**config.mk**
```make
export PLATFORM = sky130hd
export DESIGN_NAME = cov_tracker
export DESIGN_NICKNAME = d
export VERILOG_FILES = /design/src/rtl/cov_tracker.sv
export SDC_FILE = /design/constraint.sdc
export NUM_CORES = 1
export LEC_CHECK = 0
export ABC_AREA = 1
export CAP_MARGIN = 10
export CORE_AREA = 2 2 39 41
export DETAILED_ROUTE_END_ITERATION = 10
export DIE_AREA = 0 0 41 43
export GPL_TIMING_DRIVEN = 0
export HOLD_SLACK_MARGIN = 0.08
export MAX_ROUTING_LAYER = met4
export SYNTH_ARGS = -nofsm -noshare
export SYNTH_HDL_FRONTEND = slang
export SYNTH_SLANG_ARGS = --single-unit
```
**constraint.sdc**
```tcl
create_clock -name clk -period 0.8 [get_ports clk]
set_input_delay 0.08 -clock clk [delete_from_list [all_inputs] [get_ports clk]]
set_output_delay 0.08 -clock clk [all_outputs]
set_load 0.05 [all_outputs]
```
**src/rtl/cov_tracker.sv**
```systemverilog
// Coverage map of 2**N_IN vectors: o_hit and o_all_next are combinational on the current map.
// Map updates one cycle after i_set; i_clr has priority and the block never stalls.
module cov_tracker #(
    parameter int N_IN = 3
) (
    input  logic            clk,
    input  logic            rst_n,
    input  logic            i_clr,
    input  logic            i_set,
    input  logic [N_IN-1:0] i_idx,
    output logic            o_hit,
    output logic            o_all_next
);
    localparam int NV = 2**N_IN;

    logic [NV-1:0] r_map;
    logic [NV-1:0] w_onehot;

    assign w_onehot   = {{(NV-1){1'b0}}, 1'b1} << i_idx;
    assign o_hit      = r_map[i_idx];
    // True when setting i_idx now would complete the sweep.
    assign o_all_next = &(r_map | w_onehot);

    always_ff @(posedge clk or negedge rst_n) begin
        if (!rst_n) begin
            r_map <= '0;
        end else if (i_clr) begin
            r_map <= '0;
        end else if (i_set) begin
            r_map <= r_map | w_onehot;
        end
    end

endmodule

```
==> impl_results.md, run 1 <==
* Status: finished with violations
* Violated checks: negative setup slack
* Number of clock sinks seen by CTS at 8
* Layout overhead on the synthesized area at 38.6%
* Initial standard-cell utilization of the core at approximately two fifths
* Largest fanout on the critical path at 3
* Worst-case setup slack after placement at -1310 ps
* Share of post-route cells with drive strength above 1 at roughly 28%
* Mean cell area of the mapped netlist at about 6.9 um2
* Via count of the first global-routing pass at around 510
* # setup viols final at 5
* Slew headroom at 76.7%
* Height of the die at ~43 um
* Power density normalized to cell area at approximately 1200 mW/mm2
* Initial detailed-routing violation count at 16
* Final HPWL DP at about 840 um
* Clock latency of the later-clocked register in the worst-skew pair at 250 ps
* DRC violation count after routing at 0
* Number of iterations in the first detailed-routing pass at 4
* Fraction of the cycle the final worst path needs at 156%
* First-pass GRT wire length at around 2000 um
* Slowest stage cell, crit path: sky130_fd_sc_hd__dfrtp_1
* Wire length per cell at 10.3 um
* Critical path endpoint category: primary output
* Number of instances in the synthesized netlist at 79
* Yosys reg bits at 8
* Post-synthesis async set-or-reset flop share at 100%
* Start point of the critical path: r_map[7]$_DFFE_PN0P_
* RSZ-0062 raised after global routing: true
* Core occupancy in the finished layout at between 50% and 60%
* Ant diodes at 0
* WP buf/inv at 3
* Placement row count at 14
* Total of max-cap violations at 0
* Top library cells by usage in the layout, fill and taps aside: 16 x sky130_fd_sc_hd__nand2_1, 12 x sky130_fd_sc_hd__nand3_1, 11 x sky130_fd_sc_hd__inv_1
* Max Clock Skew at 0 ps
* Achievable Freq at around 0.8 GHz
* Total chip power at 0.903 mW
* Most common cell after layout, fill and taps aside: sky130_fd_sc_hd__nand2_1
* Net count of the mapped netlist at 86
* Flip-flop count of the largest register after layout at 8
* Buffers on Ports at 6
* Leakage component of the power at around 0.4 nW
* Overall routing resource usage at approximately 17%
* Worst path max stage delay at approximately 370 ps
* CTS root buffer: sky130_fd_sc_hd__clkbuf_4
* Number of unique standard cell types used by synthesis at 14
* Count of vias placed by the detailed router at 571
* Sequence of cells on the critical path: inv_1, nand2_1, nand2_1, inv_1, nand2_2, nor2_4, buf_8
* TritonCTS clock tree: built
* Launch instance of the worst register-to-register path: r_map[0]$_DFFE_PN0P_
* Count of final hold-check violations at 0
* Clock Tree Buf Depth at 2
* Total Die Area at about 0.0018 mm2
* Count of flip-flops with a built-in enable after synthesis at 0
* Worst Max-Slew Pin Slew at about 350 ps
* Biggest regs: r_map: 8 flops
* Worst vdd rail ir drop at 0.000875 V
* Routability congestion estimate from global placement at ~0.75
* Pins Over Slew Limit at 0
* Clock Pin Slew Worst Setup and Hold Paths at roughly 50 ps
* Netlist Area Pre-Place at 544 um2
* IO Count at 9
* Width of the chip at 41 um
* Antenna violations before repair at 0
* Setup crit start kind: register
* Maximum number of pins on one net before global-route repair at 11
* Least setup slack across all paths after layout at -446 ps
* Number of buffers inserted during clock tree synthesis at 3
* Crit-path leading delay family: flip-flops
* Period minus WS final at 1250 ps
* Worst Hold Margin at 102 ps
* Post-synthesis sequential area ratio at ~37%
* Leftover overflow at the end of global routing at 0
* Final Net Count at around 100
* Number of nets with antenna violations after detailed routing at 0
* Total wirelength of the detailed-routed design at 1150 um
* Worst min-delay path category: input port to asynchronous set/reset pin
* Type of the setup path with the least slack: register to primary output
* Total of warnings raised by yosys at 0
* Leading register cell type out of synthesis: sky130_fd_sc_hd__dfrtp_1
* Most flops, register: r_map
* WP data required at a little over 700 ps
* Area of the core region at ~0.0014 mm2
* Number of levels the H-tree was split into at 1
* Via-per-instance ratio at 5.14
* Data arrival time at the worst-slack endpoint at ~1200 ps
-- per-layer routing --
| metal | part of all wire [%] | global-route usage [%] |
|---|---|---|
| met3 | 5.4 | 2.09 |
| met5 | 0 | - |
| met4 | 1.7 | 11.3 |
| met1 | 44 | 21.0 |
| met2 | 49 | 24.4 |
-- path summary, 6_finish.rpt --
| path | cells past startpoint | slack [ps] | endpoint |
|---|---|---|---|
| max in group asynchronous | 1 | 440 | r_map[5]$_DFFE_PN0P_ |
| setup / recovery | 7 | -450 | o_all_next |
| min in group clk | 4 | 150 | r_map[4]$_DFFE_PN0P_ |
| setup reg to reg | 6 | -230 | r_map[0]$_DFFE_PN0P_ |
| hold / removal | 1 | 100 | r_map[0]$_DFFE_PN0P_ |
| hold reg to reg | 2 | 550 | r_map[1]$_DFFE_PN0P_ |
-- layout make-up --
cell class	instances	area, um2
multi-input combinational	52	282
timing repair buffer	13	135
fill	134	629
inverter	17	63.8
clock buffer	3	22.5
buffer	2	31.3
tap	16	20.0
sequential	8	200
-- synth_stat cells (2+ instances only) --
cell type                  n  area share [%]
sky130_fd_sc_hd__nand2_2   2             2.3
sky130_fd_sc_hd__nand4_1   2             2.3
sky130_fd_sc_hd__o21ai_0   7             6.4
sky130_fd_sc_hd__inv_1    14             9.7
sky130_fd_sc_hd__inv_2     2             1.4
sky130_fd_sc_hd__nand2_1  19              13
sky130_fd_sc_hd__nand3_1  12              11
sky130_fd_sc_hd__buf_6     2             4.1
sky130_fd_sc_hd__dfrtp_1   8              37
sky130_fd_sc_hd__a21oi_1   7             6.4
-- worst register-to-register path: cells and delay by family, from the launching register on --
kind,cells,cell delay (ps)
DFF,1,360
buffers and inverters,5,490
AOI/OAI and AO/OA,1,100
-- report_power, final --
group	leakage [nW]	switching, mW	internal [mW]
combinational	0.275	0.103	0.0801
clock	0.0138	0.127	0.171
sequential	0.110	0.00740	0.415
total	0.399	0.237	0.666
-- cells by family after synthesis --
group                  Yosys count  synth area share (%)
AND/OR/NAND/NOR                 37                  33.1
flip-flops                       8                  36.8
buffers and inverters           19                  15.9
AO/OA/AOI/OAI                   15                  14.3
-- through the flow --
| stage | setup TNS, ps | std cells | instance area, um2 |
|---|---|---|---|
| floorplan | -153 | 79 | 573 |
| detailed placement | -4560 | 101 | 653 |
| global placement | -4690 | 101 | 653 |
| global route | -1450 | 111 | 754 |
| CTS | -1130 | 110 | 741 |
| finish | -1140 | 111 | 754 |
-- what timing repair did --
action,in CTS,in global routing
endpoints found under the setup margin,7,10
resized for setup,21,4
cloned,0,0
buffers inserted,7,1
hold buffers,0,0
pin swaps,5,0
(Power assumes the default switching activity.)
==> run 2, diff against run 1 <==
==> constraint.sdc (replaced) <==
create_clock -name clk -period 1.4 [get_ports clk]
set_input_delay 0.14 -clock clk [delete_from_list [all_inputs] [get_ports clk]]
set_output_delay 0.14 -clock clk [all_outputs]
set_load 0.05 [all_outputs]
==> run 2 against run 1 <==
Against the previous run:
- the flow now finishes without violations
- design area decreased by 13%
- critical path depth unchanged
- clock skew stayed put
- clock-buffer cell count is the same
- non-clock buffer count decreased by 5
- clock power decreased by 40%
- critical path type unchanged
==> impl_results.md, run 2 (same netlist as run 1, synthesis figures left out) <==
* Buffers on Ports at 6 (unchanged)
* TritonCTS clock tree: built
* Number of clock sinks seen by CTS at 8 (unchanged)
* Worst Max-Slew Pin Slew at 362 ps (+14.2 ps)
* Wire length per cell at 10.1 um (-2.8%)
* Antenna violations before repair at 0 (unchanged)
* Max Clock Skew at 0 ps (unchanged)
* Clock latency of the later-clocked register in the worst-skew pair at 260 ps (about the same)
* Number of iterations in the first detailed-routing pass at 4 (unchanged)
* Type of the setup path with the least slack: register to primary output
* Placement row count at 14 (unchanged)
* Number of nets with antenna violations after detailed routing at 0 (unchanged)
* Most flops, register: r_map
* Most common cell after layout, fill and taps aside: sky130_fd_sc_hd__nand2_1
* RSZ-0062 raised after global routing: true
* Leakage component of the power at 0.355 nW (-11%)
* Count of final hold-check violations at 0 (unchanged)
* Post-route non-filler standard cell count at 106 (-4.5%)
* Worst-case setup slack after placement at -794 ps (+516 ps)
* Worst min-delay path category: input port to asynchronous set/reset pin
* Register cell area after layout at 200 um2 (unchanged)
* WP data required at 1260 ps (+540 ps)
* Power density normalized to cell area at 772 mW/mm2 (-36%)
* Area of combinational cells with multiple inputs at 263 um2 (-6.7%)
* Slew headroom at 75.8% (-0.95 points)
* CTS root buffer: sky130_fd_sc_hd__clkbuf_4
* # setup viols final at 0 (-5)
* Maximum number of pins on one net before global-route repair at 11 (unchanged)
* Routability congestion estimate from global placement at 0.783 (+4.2%)
* Via count of the first global-routing pass at 411 (-19%)
* Height of the die at 43 um (unchanged)
* Start point of the critical path: r_map[3]$_DFFE_PN0P_
* Fraction of the cycle the final worst path needs at between 90 and 100%
* Largest fanout on the critical path at 3 (unchanged)
* Critical path endpoint category: primary output
* Total of max-cap violations at 0 (unchanged)
* Width of the chip at 41 um (unchanged)
* Period minus WS final at ~1300 ps
* Number of cells after detailed placement at 101 (unchanged)
* Ant diodes at 0 (unchanged)
* Pins Over Slew Limit at 0 (unchanged)
* Status: completed
* Total Die Area at 0.00176 mm2 (unchanged)
* Initial standard-cell utilization of the core at 39.3% (unchanged)
* Core occupancy in the finished layout at 47.6% (-7.0 points)
* Area of the core region at 0.00138 mm2 (unchanged)
* Final Net Count at 99 (-4.8%)
* Achievable Freq at between 0.7 and 0.8 GHz
* Number of buffers inserted during clock tree synthesis at 3 (unchanged)
* Setup crit start kind: register
* Share of post-route cells with drive strength above 1 at 22.2% (-6.2 points)
* Overall routing resource usage at 15.6% (-1.2 points)
* Via-per-instance ratio at 4.84 (-5.9%)
* Top library cells by usage in the layout, fill and taps aside: 18 x sky130_fd_sc_hd__nand2_1, 12 x sky130_fd_sc_hd__nand3_1, 11 x sky130_fd_sc_hd__inv_1
* Layout overhead on the synthesized area at 20.9%
* Number of levels the H-tree was split into at 1 (unchanged)
* Final HPWL DP at 837 um (-0.37%)
* Launch instance of the worst register-to-register path: r_map[7]$_DFFE_PN0P_
* Flip-flop count of the largest register after layout at 8 (unchanged)
* Clock Tree Buf Depth at 2 (unchanged)
* Initial detailed-routing violation count at 5 (-11)
* Leftover overflow at the end of global routing at 0 (unchanged)
* Fill cell instance count of the final layout at 148 (+10%)
* Biggest regs: r_map: 8 flops
* Number of buffers inserted for hold repair after clock tree synthesis at 0 (unchanged)
* DRC violation count after routing at 0 (unchanged)
* First-pass GRT wire length at 1760 um (-11%)
* Total chip power at 0.508 mW (-44%)
* Clock Pin Slew Worst Setup and Hold Paths at 60 ps (about the same)
* Worst vdd rail ir drop at 0.000540 V (-38%)
* Least setup slack across all paths after layout at 85.2 ps (+531 ps)
* Data arrival time at the worst-slack endpoint at 1170 ps (about the same)
* Total wirelength of the detailed-routed design at 1070 um (-7.1%)
* Count of vias placed by the detailed router at 513 (-10%)
* IO Count at 9 (unchanged)
-- run 2: power by group --
| group | switching [mW] | total [mW] | internal [mW] | leakage (nW) |
|---|---|---|---|---|
| Sequential | 0.00454 | 0.242 | 0.237 | 0.110 |
| Clock | 0.0818 | 0.180 | 0.0983 | 0.0138 |
| Combinational | 0.0528 | 0.0860 | 0.0332 | 0.231 |
| Total | 0.139 | 0.508 | 0.369 | 0.355 |
-- run 2: worst max-delay path, cell delays in order, from the launching register on --
cell                      delay, ps
sky130_fd_sc_hd__dfrtp_1        360
sky130_fd_sc_hd__inv_1           60
sky130_fd_sc_hd__nand2_1         60
sky130_fd_sc_hd__nand2_1         50
sky130_fd_sc_hd__inv_1           60
sky130_fd_sc_hd__nand2_2         50
sky130_fd_sc_hd__nor2_2         110
sky130_fd_sc_hd__buf_6          160
-- run 2: through the flow --
| stage | hold slack, ps | area, um2 | TNS [ps] |
|---|---|---|---|
| 6_report | 157 | 658 | 0 |
| 5_1_grt | 185 | 658 | -7.44 |
| 4_1_cts | 176 | 638 | 0 |
| 3_5_place_dp | 448 | 624 | -1290 |
| 3_3_place_gp | 454 | 624 | -1320 |
| 2_1_floorplan | -156 | 544 | 0 |
-- run 2: worst paths after layout --
check | cells after the start | slack [ps] | endpoint
worst max register to register | 3 | 550 | r_map[7]$_DFFE_PN0P_
worst min-delay path | 1 | 160 | r_map[3]$_DFFE_PN0P_
worst max-delay path | 7 | 90 | o_all_next
max in group asynchronous | 1 | 980 | r_map[2]$_DFFE_PN0P_
worst min register to register | 2 | 550 | r_map[5]$_DFFE_PN0P_
min in group clk | 4 | 210 | r_map[0]$_DFFE_PN0P_
-- run 2: final cells by class --
type | instances | area share [%]
multi-input combinational | 52 | 39.9
inverter | 17 | 9.70
clock buffer | 3 | 3.42
tap | 16 | 3.04
timing repair buffer | 8 | 10.1
buffer | 2 | 3.42
sequential | 8 | 30.4
-- run 2: per-layer routing --
layer / wire (um) / track usage, % / up-vias
li1: - / - / 276
met1: 515 / 19.1 / 227
met2: 476 / 20.6 / 8
met3: 57 / 6.28 / 2
met4: 17 / 10.0 / 0
met5: 0 / - / -
-- run 2: repair_timing --
action / 4_1_cts / 5_1_grt
setup endpoints to repair: 2 / 2
hold endpoints to repair: 0 / 0
resized for setup: 13 / 7
setup buffers: 0 / 2
pin swaps: 0 / 3
